**src/rtl/program_loader_pkg.sv**
```systemverilog
`default_nettype none
// ============================================================================
//  Module      : program_loader_pkg
//  Description : Shared widths and FSM state encoding for the instruction
//                memory loader. Default widths match the processor core.
//  Revision    : 1.0 - initial release
// ============================================================================
package program_loader_pkg;

    // Default instruction address width (memory depth = 2**c_pc_width)
    localparam int c_pc_width   = 4;
    // Default instruction word width: opcode in the top bits, immediate below
    localparam int c_rom_width  = 12;
    // Input stream byte width; also the bit position where the opcode starts
    localparam int c_byte_width = 8;

    // Loader states, explicitly 3-bit encoded
    typedef enum logic [2:0] {
        S_IDLE  = 3'd0,
        S_COUNT = 3'd1,
        S_HI    = 3'd2,
        S_LO    = 3'd3,
        S_FILL  = 3'd4,
        S_DONE  = 3'd5,
        S_ERROR = 3'd6
    } state_t;

endpackage : program_loader_pkg
`default_nettype wire

```
**src/rtl/program_loader.sv**
```systemverilog
`default_nettype none
// ============================================================================
//  Module      : program_loader
//  Description : Byte-stream loader for the instruction memory. Reads a word
//                count, then high/low byte pairs forming {opcode, immediate},
//                writes them from address 0 upward and zero-fills the rest of
//                the memory. CPU_HOLD keeps the core in reset while loading.
//  Revision    : 1.0 - initial release
// ============================================================================
module program_loader
    import program_loader_pkg::*;
#(
    parameter int PC_WIDTH   = c_pc_width,
    parameter int ROM_WIDTH  = c_rom_width,
    parameter int BYTE_WIDTH = c_byte_width
) (
    input  logic                  CLK,
    input  logic                  RST,
    input  logic                  START,
    input  logic [BYTE_WIDTH-1:0] IN_DATA,
    input  logic                  IN_VALID,
    output logic                  IN_READY,
    output logic                  WR_EN,
    output logic [PC_WIDTH-1:0]   WR_ADDR,
    output logic [ROM_WIDTH-1:0]  WR_DATA,
    output logic                  CPU_HOLD,
    output logic                  DONE,
    output logic                  ERR
);

    // Opcode width: whatever part of the word the low byte does not cover
    localparam int c_opc_width = ROM_WIDTH - BYTE_WIDTH;
    // Counter width must hold both a raw count byte and the full depth
    localparam int c_cnt_width = (PC_WIDTH > BYTE_WIDTH) ? PC_WIDTH + 1 : BYTE_WIDTH + 1;
    localparam logic [c_cnt_width-1:0] c_depth     = c_cnt_width'(1) << PC_WIDTH;
    localparam logic [c_cnt_width-1:0] c_cnt_one   = c_cnt_width'(1);
    localparam logic [PC_WIDTH-1:0]    c_last_addr = {PC_WIDTH{1'b1}};

    state_t                   r_state;
    state_t                   w_state_next;

    logic                     w_xfer;
    logic                     w_start_ok;
    logic                     w_opc_bad;
    logic                     w_wr_fire;
    logic [ROM_WIDTH-1:0]     w_wr_word;
    logic [c_cnt_width-1:0]   w_count_n;
    logic [c_cnt_width-1:0]   w_words_inc;

    logic [c_cnt_width-1:0]   r_n;
    logic [c_cnt_width-1:0]   r_words;
    logic [PC_WIDTH-1:0]      r_addr;
    logic [c_opc_width-1:0]   r_opcode;
    logic                     r_wr_en;
    logic [PC_WIDTH-1:0]      r_wr_addr;
    logic [ROM_WIDTH-1:0]     r_wr_data;

    // A count byte of zero stands for a full-depth load
    assign w_count_n   = (IN_DATA == '0) ? c_depth : c_cnt_width'(IN_DATA);
    // The high byte may only carry opcode bits; anything above is malformed
    assign w_opc_bad   = |IN_DATA[BYTE_WIDTH-1:c_opc_width];
    assign w_words_inc = r_words + c_cnt_one;

    // State register
    always_ff @(posedge CLK) begin
        if (RST) begin
            r_state <= S_IDLE;
        end else begin
            r_state <= w_state_next;
        end
    end

    // Next-state decode and state-derived status outputs
    always_comb begin
        w_state_next = r_state;
        IN_READY     = 1'b0;
        CPU_HOLD     = 1'b1;
        DONE         = 1'b0;
        ERR          = 1'b0;
        w_xfer       = 1'b0;
        w_start_ok   = 1'b0;
        w_wr_fire    = 1'b0;
        w_wr_word    = '0;

        unique case (r_state)
            S_IDLE: begin
                CPU_HOLD   = 1'b0;
                w_start_ok = START;
                if (START) begin
                    w_state_next = S_COUNT;
                end
            end
            S_COUNT: begin
                IN_READY = 1'b1;
                w_xfer   = IN_VALID;
                if (IN_VALID) begin
                    w_state_next = (w_count_n > c_depth) ? S_ERROR : S_HI;
                end
            end
            S_HI: begin
                IN_READY = 1'b1;
                w_xfer   = IN_VALID;
                if (IN_VALID) begin
                    w_state_next = w_opc_bad ? S_ERROR : S_LO;
                end
            end
            S_LO: begin
                IN_READY  = 1'b1;
                w_xfer    = IN_VALID;
                w_wr_fire = IN_VALID;
                w_wr_word = {r_opcode, IN_DATA};
                if (IN_VALID) begin
                    if (w_words_inc < r_n) begin
                        w_state_next = S_HI;
                    end else if (r_addr != c_last_addr) begin
                        w_state_next = S_FILL;
                    end else begin
                        w_state_next = S_DONE;
                    end
                end
            end
            S_FILL: begin
                w_wr_fire = 1'b1;
                if (r_addr == c_last_addr) begin
                    w_state_next = S_DONE;
                end
            end
            S_DONE: begin
                DONE         = 1'b1;
                w_state_next = S_IDLE;
            end
            S_ERROR: begin
                ERR        = 1'b1;
                w_start_ok = START;
                if (START) begin
                    w_state_next = S_COUNT;
                end
            end
            default: begin
                w_state_next = S_IDLE;
            end
        endcase
    end

    // Count/opcode capture, address counter and registered write port
    always_ff @(posedge CLK) begin
        if (RST) begin
            r_n       <= '0;
            r_words   <= '0;
            r_addr    <= '0;
            r_opcode  <= '0;
            r_wr_en   <= 1'b0;
            r_wr_addr <= '0;
            r_wr_data <= '0;
        end else begin
            r_wr_en <= w_wr_fire;
            if (w_start_ok) begin
                r_addr  <= '0;
                r_words <= '0;
            end
            if (r_state == S_COUNT && w_xfer) begin
                r_n     <= w_count_n;
                r_words <= '0;
                r_addr  <= '0;
            end
            if (r_state == S_HI && w_xfer) begin
                r_opcode <= IN_DATA[c_opc_width-1:0];
            end
            if (r_state == S_LO && w_xfer) begin
                r_words <= w_words_inc;
            end
            if (w_wr_fire) begin
                r_wr_addr <= r_addr;
                r_wr_data <= w_wr_word;
                r_addr    <= r_addr + 1'b1;
            end
        end
    end

    assign WR_EN   = r_wr_en;
    assign WR_ADDR = r_wr_addr;
    assign WR_DATA = r_wr_data;

endmodule : program_loader
`default_nettype wire
```
**config.mk**
```make
export PLATFORM = sky130hd
export DESIGN_NAME = program_loader
export DESIGN_NICKNAME = d
export VERILOG_FILES = /design/src/rtl/program_loader_pkg.sv /design/src/rtl/program_loader.sv
export SDC_FILE = /design/constraint.sdc
export NUM_CORES = 1
export LEC_CHECK = 0
export ABC_AREA = 1
export BUFFER_PORTS_ARGS = -buffer_cell sky130_fd_sc_hd__buf_2
export CAP_MARGIN = 20
export CORE_AREA = 2 2 91 76
export CTS_CLUSTER_DIAMETER = 80
export DETAILED_ROUTE_END_ITERATION = 8
export DIE_AREA = 0 0 93 78
export SYNTH_ARGS = -nofsm -noshare
export SYNTH_HDL_FRONTEND = slang
export SYNTH_SLANG_ARGS = --single-unit
export TNS_END_PERCENT = 5
```
**constraint.sdc**
```tcl
create_clock -name CLK -period 1.7 [get_ports CLK]
set_input_delay 0.17 -clock CLK [delete_from_list [all_inputs] [get_ports CLK]]
set_output_delay 0.17 -clock CLK [all_outputs]
set_load 0.1 [all_outputs]
```
* Word level (Yosys, flattened, before mapping)
Index checks and enable logic that the tools add are counted.
** Storage, ports and cells
- Flip-flop bits (word level) :: 46
- Input port bits :: 12
- Output and inout bits :: 21
- Logic and storage cells :: 61
** Cells by class
- Add/sub/neg operators :: 2
- $lt $le $gt $ge :: 2
- Equal/unequal tests :: 13
- Mux-type cells :: 25
- Reduce and logical (&&, ||, !) cells :: 11
** Operators with widths (number)
- $mux W9 :: 3
- $mux W3 :: 8
- $pmux W3 S5 :: 1
- $mux W12 :: 1
- $mux W4 :: 3
- $add A9 B1 Y9 const B :: 1
- $eq A3 B3 Y1 const B :: 3
- $lt A9 B9 Y1 :: 1
- $gt A8 B5 Y1 const B :: 1
- $logic_not A8 Y1 :: 1
- $mux W8 :: 1
- $ne A2 B2 Y1 const B :: 4
- $mux W1 :: 7
- $eq A3 B2 Y1 const B :: 2
- $reduce_bool A3 Y1 :: 2
- $reduce_and A5 Y1 :: 1
- $add A4 B1 Y4 const B :: 1
- $eq A4 B4 Y1 const B :: 1
- $ne A4 B4 Y1 const B :: 1
- $reduce_or A4 Y1 :: 1
- $eq A3 B1 Y1 const B :: 1
- $logic_and A1 B1 Y1 :: 3
- $logic_not A3 Y1 :: 1
- $reduce_or A3 Y1 :: 1
- other kinds (3) :: 3

* Logic depth before layout (Yosys ltp)
- Depth in word-level cells :: 6
- Gate-level depth with buffers :: 18
- Depth with buffers taken out :: 18

* Worst setup path after synthesis
OpenSTA, ideal clock, no wires.
- Kind :: register to output
- From :: reg r_state[2]
- To :: out DONE
- Data arrival time :: 2.592 ns
- Data required time :: 1.530 ns
- Slack :: -1.062 ns
- Cell stages (with the launch flop) :: 3
- Buffers on the path :: 0
- Cell sequence :: dfxtp_1 > inv_1 > nor3_1
** On the way
- Cells in the longest elaborated chain, start to end :: 2
** RTL lines
- start, declared :: RTL line program_loader.sv:39 : state_t r_state;
- start signal, assigned :: RTL line program_loader.sv:69 : r_state <= w_state_next;
- $eq A3 B3 Y1 :: RTL line program_loader.sv:85 : unique case (r_state)
- $mux W1 :: RTL line program_loader.sv:85
- end, declared :: RTL line program_loader.sv:27 : output logic DONE,
No other way between the ends.

* Worst setup path in the final report
- From :: reg r_words[1]
- To :: reg r_state[2]
** On the way
- Cells in the longest elaborated chain, start to end :: 5
** RTL lines
- start, declared :: RTL line program_loader.sv:51 : logic [c_cnt_width-1:0] r_words;
- start signal, assigned :: RTL line program_loader.sv:170 : r_words <= w_words_inc;
- $add A9 B1 Y9 :: RTL line program_loader.sv:62 : assign w_words_inc = r_words + c_cnt_one;
- $lt A9 B9 Y1 :: RTL line program_loader.sv:113 : if (w_words_inc < r_n) begin
- $mux W3 :: RTL line program_loader.sv:113
- $mux W3 :: RTL line program_loader.sv:112 : if (IN_VALID) begin
- $pmux W3 S5 :: RTL line program_loader.sv:85
No other way between the ends. The select of a mux whose other input is x is not followed.
A chain may end at the register's enable or synchronous reset.

==> metrics.md <==
| Metric | Value |
|---|---|
| Area leader, netlist | `dfxtp_1` |
| Achievable frequency | `517 MHz` |
| First-pass GRT wire length | `8670 µm` |
| Post-CTS Hold Buffers | `0` |
| Hold Crit Class | `in -> reg` |
| Mux contribution to synthesized area | `0%` |
| Syn-to-layout area delta | `28.7%` |
| Avg WL per Cell | `12.3 µm` |
| Worst hold path cell count | `3` |
| Maximum vdd drop | `0.000415 V` |
| Sequential share of the synthesized area | `42.0%` |
| Hold Worst Slack | `0.133 ns` |
| Crit-path max FO | `3` |
| Status | `complete, but fails checks` |
| Worst EP arrival | `2.10 ns` |
| Slew @ Worst Pin | `0.524 ns` |
| Mapped Cells | `287` |
| Syn nets | `308` |
| Compound-cell area share of the yosys netlist | `17.1%` |
| Fraction of layout cells with a size suffix above 1 | `29.0%` |
| H-tree Lvls | `2` |
| Worst-Skew Late Latency | `0.30 ns` |
| Commonest non-fill, non-tap cell in the layout | `nand2_1` |
| Final setup vio count | `4` |
| Max-Cap Viols | `0` |
| 1st-iter DRT viols | `74` |
| CTS tree | `built` |
| Total power draw | `3.96 mW` |
| Yosys warning total | `0` |
| Period utilisation layout | `114%` |
| Root buffer cell | `clkbuf_8` |
| Relative slew slack | `65.0%` |
| Residual DRC count | `0` |
| Unrepaired setup endpoints after global routing | `true` |
| Post-Syn Area per Cell | `7.48 µm²` |
| Inst Count DP | `407` |
| R2R setup slack | `-0.24 ns` |
| Reg2reg start | `r_words[1]` |
| Largest net degree at the start of global routing | `28` |
| R2r endpoint | `r_state[2]` |
| Pwr/cell area | `1430 nW/µm²` |
| Final Non-Filler Cells | `419` |
| Post-DRT Antenna Nets | `0` |
| Die width | `93 µm` |
| Total track usage | `15.1%` |
| R2R cell count | `15` |
| CTS buffer count | `5` |
| Setup WS post-layout | `-0.235 ns` |
| Synth Register Bits | `45` |
| Rows | `26` |
| Antenna violations before repair | `0` |
| CP Capture Type | `register` |
| Post-DP HPWL | `3680 µm` |
| Synth Area in XOR/XNOR | `1.63%` |
| Routed WL | `5140 µm` |
| CP Class | `reg -> reg` |
| Vias in the first global route | `1888` |
| Most frequent cells in the layout | `nand2_1, a21oi_1, dfxtp_1` |
| Synth Area in Adders | `5.25%` |
| Ant diodes | `0` |
| DIE AREA | `7250 µm²` |
| Synth top area share | `42.0%` |
| Leak Pwr | `1.21 nW` |
| Clock sinks | `45` |
| Simple-gate share of the synthesized area | `25.1%` |
| Yosys cell types | `31` |
| Failing checks | `setup timing` |
| Dominant cells by area after synthesis | `dfxtp_1, nand2_1, a21oi_1` |
| Vias | `1988` |
| Drt via density | `4.74` |
| Total gr overflow | `0` |
| Number of buffers on the longest clock path | `2` |
| Routability congestion estimate | `0.833` |
| Ports | `33` |
| IO buf count | `32` |
| Die Span Y | `78 µm` |
| Hold Fails Final Rpt | `0` |
| Worst Skew | `0.0124 ns` |
| Combinational family with the most area after synthesis | `simple AND/OR/NAND/NOR gates` |
| CP startpoint | `r_words[1]` |
| Fin crit period | `1.94 ns` |
| Drt first pass iters | `4` |
| Clock slew at reported path FFs | `0.08 ns` |
| Core outline area | `6250 µm²` |
| NumNets Final | `355` |
| Final Max Slew Viols | `0` |
| Synth Cell Area | `2150 µm²` |
| Crit path launch type | `register` |
| Crit path required time | `1.87 ns` |
| Initial core utilization | `34.4%` |
| CP Capture Point | `r_state[2]` |
cells by family after synthesis:
kind of cell | count (synthesis)
AOI/OAI and AO/OA | 69
xor gates and xnor gates | 4
adders and majority gates | 9
buffers and inverters | 45
DFF | 45
and+or+nand+nor | 115
registers in the layout (all words and copies together) (netlist names):
signal	count
r_opcode	4
r_n	8
WR_EN	1
WR_ADDR	4
r_words	9
r_state	3
WR_DATA	12
r_addr	4
report_power, final:
group	internal, mW	switching, mW
logic	0.451	1.38
registers	1.20	0.112
clock network	0.442	0.376
total	2.10	1.86
critical path, cell delays in order (launching register included):
cell and delay, ns:
dfxtp_4 0.38, ha_4 0.17, nand3_4 0.11, nor2_4 0.14
xor2_2 0.17, ha_1 0.27, nand2_1 0.07, inv_1 0.03
nand2_1 0.05, nand2_1 0.04, nand2_1 0.06, nand2_2 0.07
nand2_1 0.06, nand3_1 0.06, nand2_1 0.07, a21oi_1 0.05
per-layer routing:
layer | GRT usage (%) | part of all wire, % | vias to the layer above
met4 | 6.03 | 1.4 | 0
met3 | 3.30 | 4.4 | 7
met1 | 20.2 | 51 | 908
met2 | 23.6 | 43 | 38
met5 | 0 | 0 | -
li1 | - | - | 1035
stage by stage:
step / setup slack, ns / setup TNS, ns / util (%) / area, µm²
after floorplan: -0.215 / -2.92 / - / 2170
after global placement: -0.245 / -0.677 / 39.9 / 2490
after detailed placement: -0.346 / -0.969 / 39.9 / 2490
after CTS: -0.217 / -0.587 / 43.6 / 2720
after global routing: -0.382 / -1.26 / 44.2 / 2760
final: -0.235 / -0.683 / 44.2 / 2760
layout make-up:
class	count	area [µm²]
clock buffers	6	72.6
clock inverters	2	38.8
fillers	658	3480
inverters	37	144
multi-input cells	197	1180
flip-flops and latches	45	917
well taps	84	105
repair buffers	48	309
cells in the mapped netlist:
cell type   n
dfxtp_1    45
o22ai_2     1
o22ai_1     1
a32o_1      1
ha_1        9
nor2_1     19
nand2_1    59
inv_2       3
nand4_1     2
buf_6       2
o21bai_1    1
inv_4       1
nor2_2      2
o21ai_0    18
a21oi_2     1
nor2_4      1
nand2_2     1
buf_2       3
xor2_1      2
nor2_8      2
a211oi_1    1
xnor2_1     2
inv_1      33
clkbuf_1    3
o21ai_1     1
or2_2       1
a21oi_1    44
nand2_4     2
nand3_1    21
nor3_1      4
nor3_2      1
repair_timing:
action | CTS | global route
gates resized for setup | 22 | 9
buffers inserted | 5 | 0
gates cloned | 0 | 0
endpoints found under the setup margin | 3 | 6
pin swaps | 10 | 3
worst min-delay path by stage:
stage / endpoint / startpoint / slack (ns)
2_1_floorplan: r_n[6] / IN_DATA[6] / 0.32
3_3_place_gp: r_n[6] / IN_DATA[6] / 0.44
3_5_place_dp: r_n[6] / IN_DATA[6] / 0.45
4_1_cts: r_n[6] / IN_DATA[6] / 0.13
5_1_grt: WR_DATA[2] / IN_DATA[2] / 0.13
6_report: r_n[6] / IN_DATA[6] / 0.13
No activity file was read; power rests on OpenSTA's default activity.
